File: src/rtl/imgwriter_pkg.sv
// imgwriter_pkg: shared types and default widths for the framebuffer writer.
//   state_t      : writer FSM states (IDLE, LINE, DRAIN, ERR)
//   DEF_*        : default parameter values used by imgwriter and its sub-module
//   DEF_CNTW     : beat/ack counter width derived from DEF_LGLEN
//   DEF_LINEW    : line-count register width derived from DEF_LW
package imgwriter_pkg;

  localparam int unsigned DEF_AW    = 24;
  localparam int unsigned DEF_BUSW  = 32;
  localparam int unsigned DEF_LGLEN = 11;
  localparam int unsigned DEF_LW    = 11;
  localparam int unsigned DEF_CNTW  = DEF_LGLEN + 1;
  localparam int unsigned DEF_LINEW = DEF_LW;

  typedef enum logic [1:0] {
    IDLE  = 2'd0,
    LINE  = 2'd1,
    DRAIN = 2'd2,
    ERR   = 2'd3
  } state_t;

endpackage

File: src/rtl/imgwriter_if.sv
// imgwriter_if: pipelined Wishbone write bus between imgwriter and memory.
//   cyc, stb, we, addr, data, sel : driven by the master
//   ack, stall, err               : driven by the slave
// Modports: master (bus initiator), slave (memory / interconnect side).
interface imgwriter_if #(
  parameter int unsigned AW = 24,
  parameter int unsigned DW = 32
) ();

  logic            cyc;
  logic            stb;
  logic            we;
  logic [AW-1:0]   addr;
  logic [DW-1:0]   data;
  logic [DW/8-1:0] sel;
  logic            ack;
  logic            stall;
  logic            err;

  modport master (
    output cyc, stb, we, addr, data, sel,
    input  ack, stall, err
  );

  modport slave (
    input  cyc, stb, we, addr, data, sel,
    output ack, stall, err
  );

endinterface

File: src/rtl/imgwriter_wbbeat_tracker.sv
// wbbeat_tracker: counts beats issued and acks received within one bus cycle.
//   clk, reset   : clock, synchronous active-high reset
//   clear        : new-frame abort, zeroes both counters
//   cyc          : registered cycle flag of the master; counters clear while low
//   accept       : a stream word was taken for the bus this cycle
//   ack          : Wishbone ack (counted only while cyc is high)
//   linewords    : words per line to compare against
//   beats, acks  : current counts
//   last_beat    : registered, the next accepted word is the final one of the line
//   last_ack     : registered, the next ack is the final one of the line
module wbbeat_tracker
  import imgwriter_pkg::*;
#(
  parameter int unsigned CNTW = DEF_CNTW
) (
  input  logic            clk,
  input  logic            reset,
  input  logic            clear,
  input  logic            cyc,
  input  logic            accept,
  input  logic            ack,
  input  logic [CNTW-1:0] linewords,
  output logic [CNTW-1:0] beats,
  output logic [CNTW-1:0] acks,
  output logic            last_beat,
  output logic            last_ack
);

  localparam int unsigned EW = CNTW + 1;

  logic [CNTW-1:0] beats_n;
  logic [CNTW-1:0] acks_n;

  function automatic logic next_is_final(input logic [CNTW-1:0] cnt,
                                         input logic [CNTW-1:0] lw);
    return (EW'(cnt) + EW'(1)) == EW'(lw);
  endfunction

  // The first word of a line is accepted while cyc is still low, so an
  // accept takes priority over the idle clear and counts from zero.
  always_comb begin
    beats_n = beats;
    acks_n  = acks;
    if (clear) begin
      beats_n = '0;
      acks_n  = '0;
    end else begin
      if (accept)
        beats_n = (cyc ? beats : '0) + CNTW'(1);
      else if (!cyc)
        beats_n = '0;
      if (!cyc)
        acks_n = '0;
      else if (ack)
        acks_n = acks + CNTW'(1);
    end
  end

  always_ff @(posedge clk) begin
    if (reset) begin
      beats     <= '0;
      acks      <= '0;
      last_beat <= 1'b0;
      last_ack  <= 1'b0;
    end else begin
      beats     <= beats_n;
      acks      <= acks_n;
      last_beat <= next_is_final(beats_n, linewords);
      last_ack  <= next_is_final(acks_n, linewords);
    end
  end

endmodule

File: src/rtl/imgwriter.sv
// imgwriter: pipelined Wishbone master writing a pixel-word stream into a
// contiguous framebuffer (nlines lines of linewords words from a base address),
// one bus cycle per line.
//   i_clk, i_reset        : clock, synchronous active-high reset
//   i_newframe            : abort current activity, latch parameters, start frame
//   i_baseaddr            : frame base word address
//   i_linewords, i_nlines : frame geometry
//   i_valid/o_ready/i_word: input stream handshake and data
//   wb                    : Wishbone master port (imgwriter_if.master)
//   o_busy                : high while in LINE or DRAIN
//   o_frame_done, o_err   : one-cycle completion / bus-error pulses
module imgwriter
  import imgwriter_pkg::*;
#(
  parameter int unsigned ADDRESS_WIDTH = DEF_AW,
  parameter int unsigned BUSW          = DEF_BUSW,
  parameter int unsigned LGLEN         = DEF_LGLEN,
  parameter int unsigned LW            = DEF_LW
) (
  input  logic                     i_clk,
  input  logic                     i_reset,
  input  logic                     i_newframe,
  input  logic [ADDRESS_WIDTH-1:0] i_baseaddr,
  input  logic [LGLEN:0]           i_linewords,
  input  logic [LW-1:0]            i_nlines,
  input  logic                     i_valid,
  output logic                     o_ready,
  input  logic [BUSW-1:0]          i_word,
  imgwriter_if.master              wb,
  output logic                     o_busy,
  output logic                     o_frame_done,
  output logic                     o_err
);

  localparam int unsigned CNTW = LGLEN + 1;
  localparam int unsigned LEW  = LW + 1;

  state_t                   state, state_n;
  logic                     cyc, cyc_n;
  logic                     stb, stb_n;
  logic [ADDRESS_WIDTH-1:0] addr, addr_n;
  logic [BUSW-1:0]          data, data_n;
  logic [CNTW-1:0]          lw_q, lw_n;
  logic [LW-1:0]            nl_q, nl_n;
  logic [LW-1:0]            line, line_n;
  logic                     done_n, err_n;

  logic [CNTW-1:0]          beats, acks;
  logic                     last_beat, last_ack;
  logic                     accept;
  logic                     retire;

  assign accept = i_valid && o_ready;
  assign retire = stb && !wb.stall;

  wbbeat_tracker #(
    .CNTW (CNTW)
  ) u_tracker (
    .clk       (i_clk),
    .reset     (i_reset),
    .clear     (i_newframe),
    .cyc       (cyc),
    .accept    (accept && (state == LINE)),
    .ack       (wb.ack),
    .linewords (i_newframe ? i_linewords : lw_q),
    .beats     (beats),
    .acks      (acks),
    .last_beat (last_beat),
    .last_ack  (last_ack)
  );

  // A new frame drops the bus in the same cycle, so cyc/stb are gated
  // combinationally rather than waiting for the register to clear.
  assign wb.cyc  = cyc && !i_newframe;
  assign wb.stb  = stb && !i_newframe;
  assign wb.we   = 1'b1;
  assign wb.sel  = '1;
  assign wb.addr = addr;
  assign wb.data = data;
  assign o_busy  = (state == LINE) || (state == DRAIN);

  always_comb begin
    state_n = state;
    cyc_n   = cyc;
    stb_n   = stb;
    addr_n  = addr;
    data_n  = data;
    lw_n    = lw_q;
    nl_n    = nl_q;
    line_n  = line;
    done_n  = 1'b0;
    err_n   = 1'b0;
    o_ready = 1'b0;

    // Words are refused during reset and new-frame cycles so none are lost.
    if (!i_reset && !i_newframe) begin
      unique case (state)
        LINE:    o_ready = (!stb || !wb.stall) && (beats < lw_q);
        ERR:     o_ready = 1'b1;
        default: o_ready = 1'b0;
      endcase
    end

    if (i_newframe) begin
      cyc_n  = 1'b0;
      stb_n  = 1'b0;
      lw_n   = i_linewords;
      nl_n   = i_nlines;
      addr_n = i_baseaddr;
      line_n = '0;
      if ((i_linewords == '0) || (i_nlines == '0)) begin
        done_n  = 1'b1;
        state_n = IDLE;
      end else begin
        state_n = LINE;
      end
    end else if (cyc && wb.err) begin
      cyc_n   = 1'b0;
      stb_n   = 1'b0;
      err_n   = 1'b1;
      state_n = ERR;
    end else begin
      if (retire)
        addr_n = addr + ADDRESS_WIDTH'(1);
      unique case (state)
        LINE: begin
          if (accept) begin
            cyc_n  = 1'b1;
            stb_n  = 1'b1;
            data_n = i_word;
            if (last_beat)
              state_n = DRAIN;
          end else if (retire) begin
            stb_n = 1'b0;
          end
        end
        DRAIN: begin
          if (retire)
            stb_n = 1'b0;
          if (cyc && wb.ack && last_ack) begin
            cyc_n  = 1'b0;
            line_n = line + LW'(1);
            if ((LEW'(line) + LEW'(1)) == LEW'(nl_q)) begin
              done_n  = 1'b1;
              state_n = IDLE;
            end else begin
              state_n = LINE;
            end
          end
        end
        default: ;
      endcase
    end
  end

  always_ff @(posedge i_clk) begin
    if (i_reset) begin
      state        <= IDLE;
      cyc          <= 1'b0;
      stb          <= 1'b0;
      addr         <= '0;
      data         <= '0;
      lw_q         <= '0;
      nl_q         <= '0;
      line         <= '0;
      o_frame_done <= 1'b0;
      o_err        <= 1'b0;
    end else begin
      state        <= state_n;
      cyc          <= cyc_n;
      stb          <= stb_n;
      addr         <= addr_n;
      data         <= data_n;
      lw_q         <= lw_n;
      nl_q         <= nl_n;
      line         <= line_n;
      o_frame_done <= done_n;
      o_err        <= err_n;
    end
  end

endmodule

File: src/flat_wrapper.sv
// flat-port wrapper written by rule: the top's interface ports become plain ports
module imgwriter_flat import imgwriter_pkg::*;
#(
  parameter int unsigned ADDRESS_WIDTH = DEF_AW,
  parameter int unsigned BUSW          = DEF_BUSW,
  parameter int unsigned LGLEN         = DEF_LGLEN,
  parameter int unsigned LW            = DEF_LW
)
  (i_clk, i_reset, i_newframe, i_baseaddr, i_linewords, i_nlines, i_valid, o_ready, i_word, o_busy, o_frame_done, o_err, wb_cyc, wb_stb, wb_we, wb_addr, wb_data, wb_sel, wb_ack, wb_stall, wb_err);
  imgwriter_if #(.AW((24)), .DW((32))) wb_i ();
  input  logic i_clk;
  input  logic i_reset;
  input  logic i_newframe;
  input  logic [ADDRESS_WIDTH-1:0] i_baseaddr;
  input  logic [LGLEN:0] i_linewords;
  input  logic [LW-1:0] i_nlines;
  input  logic i_valid;
  output logic o_ready;
  input  logic [BUSW-1:0] i_word;
  output logic o_busy;
  output logic o_frame_done;
  output logic o_err;
  output wire logic [$bits(wb_i.cyc)-1:0] wb_cyc;
  output wire logic [$bits(wb_i.stb)-1:0] wb_stb;
  output wire logic [$bits(wb_i.we)-1:0] wb_we;
  output wire logic [$bits(wb_i.addr)-1:0] wb_addr;
  output wire logic [$bits(wb_i.data)-1:0] wb_data;
  output wire logic [$bits(wb_i.sel)-1:0] wb_sel;
  input wire logic [$bits(wb_i.ack)-1:0] wb_ack;
  input wire logic [$bits(wb_i.stall)-1:0] wb_stall;
  input wire logic [$bits(wb_i.err)-1:0] wb_err;
  assign wb_cyc = wb_i.cyc;
  assign wb_stb = wb_i.stb;
  assign wb_we = wb_i.we;
  assign wb_addr = wb_i.addr;
  assign wb_data = wb_i.data;
  assign wb_sel = wb_i.sel;
  assign wb_i.ack = wb_ack;
  assign wb_i.stall = wb_stall;
  assign wb_i.err = wb_err;
  imgwriter #(.ADDRESS_WIDTH(ADDRESS_WIDTH), .BUSW(BUSW), .LGLEN(LGLEN), .LW(LW)) u_core (.i_clk(i_clk), .i_reset(i_reset), .i_newframe(i_newframe), .i_baseaddr(i_baseaddr), .i_linewords(i_linewords), .i_nlines(i_nlines), .i_valid(i_valid), .o_ready(o_ready), .i_word(i_word), .wb(wb_i), .o_busy(o_busy), .o_frame_done(o_frame_done), .o_err(o_err));
endmodule
File: config.mk
export PLATFORM = sky130hd
export DESIGN_NAME = imgwriter_flat
export DESIGN_NICKNAME = d
export VERILOG_FILES = /design/src/rtl/imgwriter_pkg.sv /design/src/rtl/imgwriter_if.sv /design/src/rtl/imgwriter_wbbeat_tracker.sv /design/src/rtl/imgwriter.sv /design/src/flat_wrapper.sv
export SDC_FILE = /design/constraint.sdc
export NUM_CORES = 1
export LEC_CHECK = 0
export BUFFER_PORTS_ARGS = -buffer_cell sky130_fd_sc_hd__buf_2
export CAP_MARGIN = 20
export CORE_ASPECT_RATIO = 0.5
export CORE_MARGIN = 2
export CORE_UTILIZATION = 50
export DETAILED_ROUTE_END_ITERATION = 8
export PLACE_DENSITY = 0.77
export SYNTH_ARGS = -nofsm -noshare
export SYNTH_HDL_FRONTEND = slang
export SYNTH_SLANG_ARGS = --single-unit
File: constraint.sdc
create_clock -name i_clk -period 4.5 [get_ports i_clk]
set_input_delay 1.35 -clock i_clk [delete_from_list [all_inputs] [get_ports i_clk]]
set_output_delay 1.35 -clock i_clk [all_outputs]
set_load 0.05 [all_outputs]
==> results of run 1 <==
flip-flops by register name (all words and copies together) (netlist names), 2 cells and up:
register,cells
u_core.u_tracker.acks,12
u_core.line,11
u_core.state,2
u_core.wb.data,32
u_core.u_tracker.beats,12
u_core.wb.addr,24
u_core.nl_q,11
u_core.lw_q,12
worst max-delay path by stage:
stage                                         start                                    end  slack (ps)  cells past startpoint
final                     u_core.lw_q[9]$_SDFF_PP0_                                o_ready         170                      8
after global placement                      i_reset  u_core.u_tracker.last_beat$_SDFF_PP0_         260                     11
after detailed placement                    i_reset  u_core.u_tracker.last_beat$_SDFF_PP0_         190                     11
after global routing      u_core.lw_q[9]$_SDFF_PP0_                                o_ready          90                      8
after floorplan                          i_newframe  u_core.u_tracker.last_beat$_SDFF_PP0_         -40                     15
after CTS                 u_core.lw_q[9]$_SDFF_PP0_                                o_ready         170                      8
layer usage:
layer  global-route usage (%)  vias to the layer above  part of all wire (%)
li1                         -                     3326                     -
met1                     31.5                     3072                    46
met2                     42.7                      229                    46
met3                     5.63                       40                   5.8
met4                     7.63                        0                   1.7
met5                        0                        -                     0
kinds of logic (layout without fill, tap and decap cells):
family	Yosys count	count (layout)
and+or+nand+nor	397	397
other	1	5
muxes	46	46
AOI/OAI and AO/OA	139	139
adders and majority gates	20	20
DFF	122	122
buffers and inverters	70	220
xor gates and xnor gates	89	89
cell usage in the layout, fill, tap and decap left out, types with 17 or more instances in the layout:
cell	synthesis	routed
buf_2	1	146
nor2_1	120	120
mux2i_1	41	41
nor3_1	21	21
xor2_1	34	34
nand3_1	35	35
ha_1	20	20
o21ai_0	30	30
clkbuf_16	0	17
dfxtp_1	122	122
inv_1	25	25
a21oi_1	65	65
xnor2_1	55	55
nand2_1	122	122
power groups by stage:
stage / Clock (mW) / Combinational [mW] / Sequential [mW]
after global placement: 0 / 0.324 / 1.16
after global routing: 1.51 / 0.363 / 1.14
after floorplan: 0 / 0.186 / 1.20
after CTS: 1.46 / 0.331 / 1.13
final: 1.44 / 0.335 / 1.13
after detailed placement: 0 / 0.329 / 1.16
worst register-to-register path: stages, from the launching register on:
cell and delay, ps:
dfxtp_1 400, inv_1 110, ha_1 310, nand2_1 40
and4bb_2 400, a21boi_1 650, o31ai_1 270, a21oi_4 240
or4bb_1 500, nor4_1 280, xnor2_1 160, o2111ai_1 140
a2111oi_2 280
stage by stage:
| step | hold slack, ps | std cells | TNS (ps) | utilization [%] |
|---|---|---|---|---|
| after floorplan | 450 | 888 | -38.0 | - |
| after global placement | 438 | 1198 | 0 | 58.1 |
| after detailed placement | 444 | 1198 | 0 | 58.1 |
| after CTS | 451 | 1230 | 0 | 62.7 |
| after global routing | 472 | 1230 | 0 | 62.7 |
| final | 449 | 1230 | 0 | 62.7 |
area by class of cell:
type	instances	area share (%)
Multi-Input combinational cell	696	50.2
Clock inverter	14	2.19
Timing Repair Buffer	162	9.98
Inverter	26	1.14
Sequential cell	122	28.7
Clock buffer	18	5.03
Tap cell	192	2.82
==> results.cfg, run 1 <==
[floorplan]
dieArea_um2 = 15000
fp.dieW_um = 171
rows = 30
die_height_um = 87.5
io_pins = 153
core_um2 = 13600
initial_utilization_pct = 51.3

[clock_tree]
numCtsBuffers = 17
htree_levels = 4
cts_resized = 0
postCtsHoldBufs = 0
clock_sinks = 122
path_clk_slew_ps = 60
clk_path_buf_depth = 2
clockRootBuffer = clkbuf_16
clock_latency_ps = 420
post-cts-setup-buffers = 0
cts_tree = built

[final_layout]
layout-drive-gt1-share_pct = 20.5
syn2layout_area_growth_pct = 22.2
diodes = 0
fill_cells = 1199
seqCellArea_um2 = 2440
fin_area_um2 = 8520
multiInputGateArea_um2 = 4280
nets = 1131

[worst_setup_path]
r2r_slack_ps = 620
critPathRequiredTime_ps = 3150
cp-end-kind = output port
worst-setup-path-type = register to output port
crit_slowest_cell = a21boi_1
r2r-start = u_core.lw_q[9]$_SDFF_PP0_
r2r_cells = 12
cp_data_arrival_time_ps = 2980
critPathMaxStageDelay_ps = 650
crit_chain = inv_1 -> ha_1 -> nand2_1 -> and4bb_2 -> a21boi_1 -> or3_1 -> nor2_1 -> buf_2
cp-start-kind = register
cp_num_buf_inv = 2
cp_top_family = simple AND/OR/NAND/NOR gates
cp_max_fo = 9
r2r_end = u_core.u_tracker.last_beat$_SDFF_PP0_

[yosys]
synthSimpleGateAreaFrac_pct = 27.1
synth-xor-area-share_pct = 11.2
syn_inst = 884
synth_fa_ha_area_share_pct = 3.59
synth-seq-cells = 122
netlist.area_leader.share_pct = 35.0
ys_seq_area_share_pct = 35.0
synth_ff_type = dfxtp_1
syn_area_per_cell_um2 = 7.89
synth.area.mux_share_pct = 6.69
async_reset_ff_share_pct = 0
synth.area.top_cells = dfxtp_1 (35%), xnor2_1 (6.9%), nand2_1 (6.6%), nor2_1 (6.5%), mux2i_1 (5.9%)
synth_area_um2 = 6980
synth_cell_type_count = 71
synth.yosys.warnings = 0
yosysTopAreaCell = dfxtp_1
synth_top_family_by_area = simple AND/OR/NAND/NOR gates
synth_edf_count = 0
synth_common_cells = dfxtp_1 (122), nand2_1 (122), nor2_1 (120)
synth_compound_area_share_pct = 12.4

[min_path]
holdPathEnd = u_core.wb.data[27]$_SDFFE_PP0P_
hold_path.class = register to register
whs_path_depth = 2
worstHoldStart = u_core.wb.data[27]$_SDFFE_PP0P_

[placed_design]
portBuffers = 147
pre_cts_ws_ps = 187
dpl.hpwl_um = 13400
gp_congestion = 0.957
placed_cell_area_um2 = 7900

[pwr]
power.leakage_nw = 3.48
p_sw_mw = 0.792
p_comb_share_pct = 11.5
seqPwrFrac_pct = 39.0
powerDensity_nw_per_um2 = 341
power.share.clock_pct = 49.5
swShare_pct = 27.2
power.internal_mw = 2.12
p_total_mw = 2.91
irDropWorstVdd_uv = 305

[global_route]
grt_first_pass_wirelength_um = 29500
grt_pass1_vias = 6208
antenna_found_initial = 0
grt_max_degree = 68
grt_usage_pct = 24.9
gr-total-overflow = 0

[timing]
rsz0062_at_grt = false
period_share_pct = 96.1
setup_viol = 0
min_period_ps = 4330
timing.fmax_ghz = 0.231
setup_slack_ps = 173
finalHoldViolCount = 0
maxSlewHeadroom_pct = 49.7
final_max_slew_viol_count = 0
fin_skew_ps = 10.7
worst_pin_slew_ps = 755

[routing]
vias = 6667
drt_iter0_markers = 540
viasPerCell = 5.42
wl_per_cell_um = 15.0
wirelength_um = 18500
first_pass_iters = 6
ant_nets = 0
drc_errors = 0

[outcome]
status = complete, no violations

[run]
max-cap-violations = 0
Power figures use the tool's default switching activity.
==> run 2: changes to the inputs <==
CORE_MARGIN = 1.5   (was 2)
CORE_UTILIZATION = 55   (was 50)
CTS_BUF_LIST = sky130_fd_sc_hd__clkbuf_16   (was not set)
PLACE_DENSITY = 0.81   (was 0.77)
clock period = 4.55 ns   (was 4.5 ns; I/O delays follow)
==> results.cfg, run 2 (synthesis gave the netlist of run 1 again) <==
[outcome]
status = complete, no violations

[worst_setup_path]
cp_data_arrival_time_ps = 2930
r2r_slack_ps = 550
crit_slowest_cell = a21boi_1
critPathRequiredTime_ps = 3180
r2r_end = u_core.u_tracker.last_beat$_SDFF_PP0_
crit_chain = inv_1 -> ha_1 -> nand2_1 -> and4bb_2 -> a21boi_1 -> or3_1 -> nor2_1 -> buf_2
worst-setup-path-type = register to output port
r2r-start = u_core.lw_q[9]$_SDFF_PP0_
cp_max_fo = 9
cp-end-kind = output port
cp-start-kind = register
critPathMaxStageDelay_ps = 630
r2r_cells = 12

[global_route]
grt_first_pass_wirelength_um = 30100
antenna_found_initial = 0
grt_max_degree = 56
grt_pass1_vias = 6337
grt_usage_pct = 28.7
gr-total-overflow = 0

[routing]
vias = 6749
drt_iter0_markers = 426
wirelength_um = 19000
drc_errors = 0
first_pass_iters = 5
wl_per_cell_um = 15.9
viasPerCell = 5.62
ant_nets = 0

[placed_design]
placed_cell_area_um2 = 7850
portBuffers = 147
dpl.hpwl_um = 13600
dp_cells = 1169
gp_congestion = 0.958
pre_cts_ws_ps = 181

[timing]
finalHoldViolCount = 0
fin_skew_ps = 12.7
setup_slack_ps = 256
fin_hold_ws_ps = 451
rsz0062_at_grt = false
final_max_slew_viol_count = 0
setup_viol = 0
worst_pin_slew_ps = 692
min_period_ps = 4290
finalSetupTns_ps = 0
timing.fmax_ghz = 0.233
period_share_pct = 94.4
maxSlewHeadroom_pct = 52.5

[floorplan]
rows = 28
initial_utilization_pct = 57.7
io_pins = 153
core_um2 = 12100
dieArea_um2 = 13400
fp.dieW_um = 162
die_height_um = 82.6

[run]
max-cap-violations = 0

[final_layout]
final_common_cell = buf_2
final_cell_mix = buf_2 (146), nand2_1 (122), dfxtp_1 (122)
largest_reg_flops = 32
layout-drive-gt1-share_pct = 20.5
reg_top3 = u_core.wb.data: 32 flops, u_core.wb.addr: 24 flops
syn2layout_area_growth_pct = 21.3
fin_area_um2 = 8470
diodes = 0
post-route-util_pct = 70.0
instances_no_fill = 1201
regMostFlops = u_core.wb.data
nets = 1129

[pwr]
power.leakage_nw = 3.46
p_total_mw = 2.86
powerDensity_nw_per_um2 = 338
irDropWorstVdd_uv = 227

[clock_tree]
clk_path_buf_depth = 2
clock_latency_ps = 420
cts_tree = built
htree_levels = 4
clock_sinks = 122
clockRootBuffer = clkbuf_16
path_clk_slew_ps = 60
numCtsBuffers = 17

[min_path]
hold_path.class = register to register
whs_path_depth = 2
worstHoldStart = u_core.wb.data[1]$_SDFFE_PP0P_
holdPathEnd = u_core.wb.data[1]$_SDFFE_PP0P_
[run 2: worst max-delay path, delay by kind of cell, from the launching register on]
family	cells	cell delay, ps
and+or+nand+nor	4	840
AOI/OAI and AO/OA	1	630
DFF	1	380
buffers and inverters	2	360
adders and majority gates	1	300
[run 2: final cells by class]
| cell class | instances | area [um2] |
|---|---|---|
| inverter | 26 | 97.6 |
| tap | 165 | 206 |
| fill | 991 | 3620 |
| clock inverter | 15 | 180 |
| timing repair buffer | 160 | 836 |
| clock buffer | 17 | 425 |
| multi-input combinational | 696 | 4280 |
| sequential | 122 | 2440 |
[run 2: power breakdown]
part,switching (mW),leakage [nW],total (mW),internal (mW)
sequential,0.0258,0.992,1.12,1.10
clock,0.577,0.289,1.41,0.829
combinational,0.213,2.18,0.332,0.119
[run 2: worst max path at each step]
stage	start	to	slack (ps)	cells past startpoint
global route	u_core.lw_q[9]$_SDFF_PP0_	o_ready	40	8
finish	u_core.lw_q[9]$_SDFF_PP0_	o_ready	260	8
floorplan	i_newframe	u_core.u_tracker.last_beat$_SDFF_PP0_	-3	15
detailed placement	i_reset	u_core.u_tracker.last_beat$_SDFF_PP0_	180	11
global placement	i_reset	u_core.u_tracker.last_beat$_SDFF_PP0_	230	11
CTS	u_core.lw_q[9]$_SDFF_PP0_	o_ready	170	8
[run 2: metal layers]
metal / up-vias / track usage, % / share of wire (%)
met3: 39 / 5.99 / 7.3
li1: 3315 / - / -
met2: 237 / 50.7 / 47
met1: 3158 / 35.0 / 44
met4: 0 / 11.4 / 2.1
met5: - / 0 / 0
[run 2: what timing repair did]
item	4_1_cts	5_1_grt
hold endpoints to repair	0	0
resized for setup	0	1
setup buffers	0	0
hold buffers	0	0
endpoints found under the setup margin	0	1
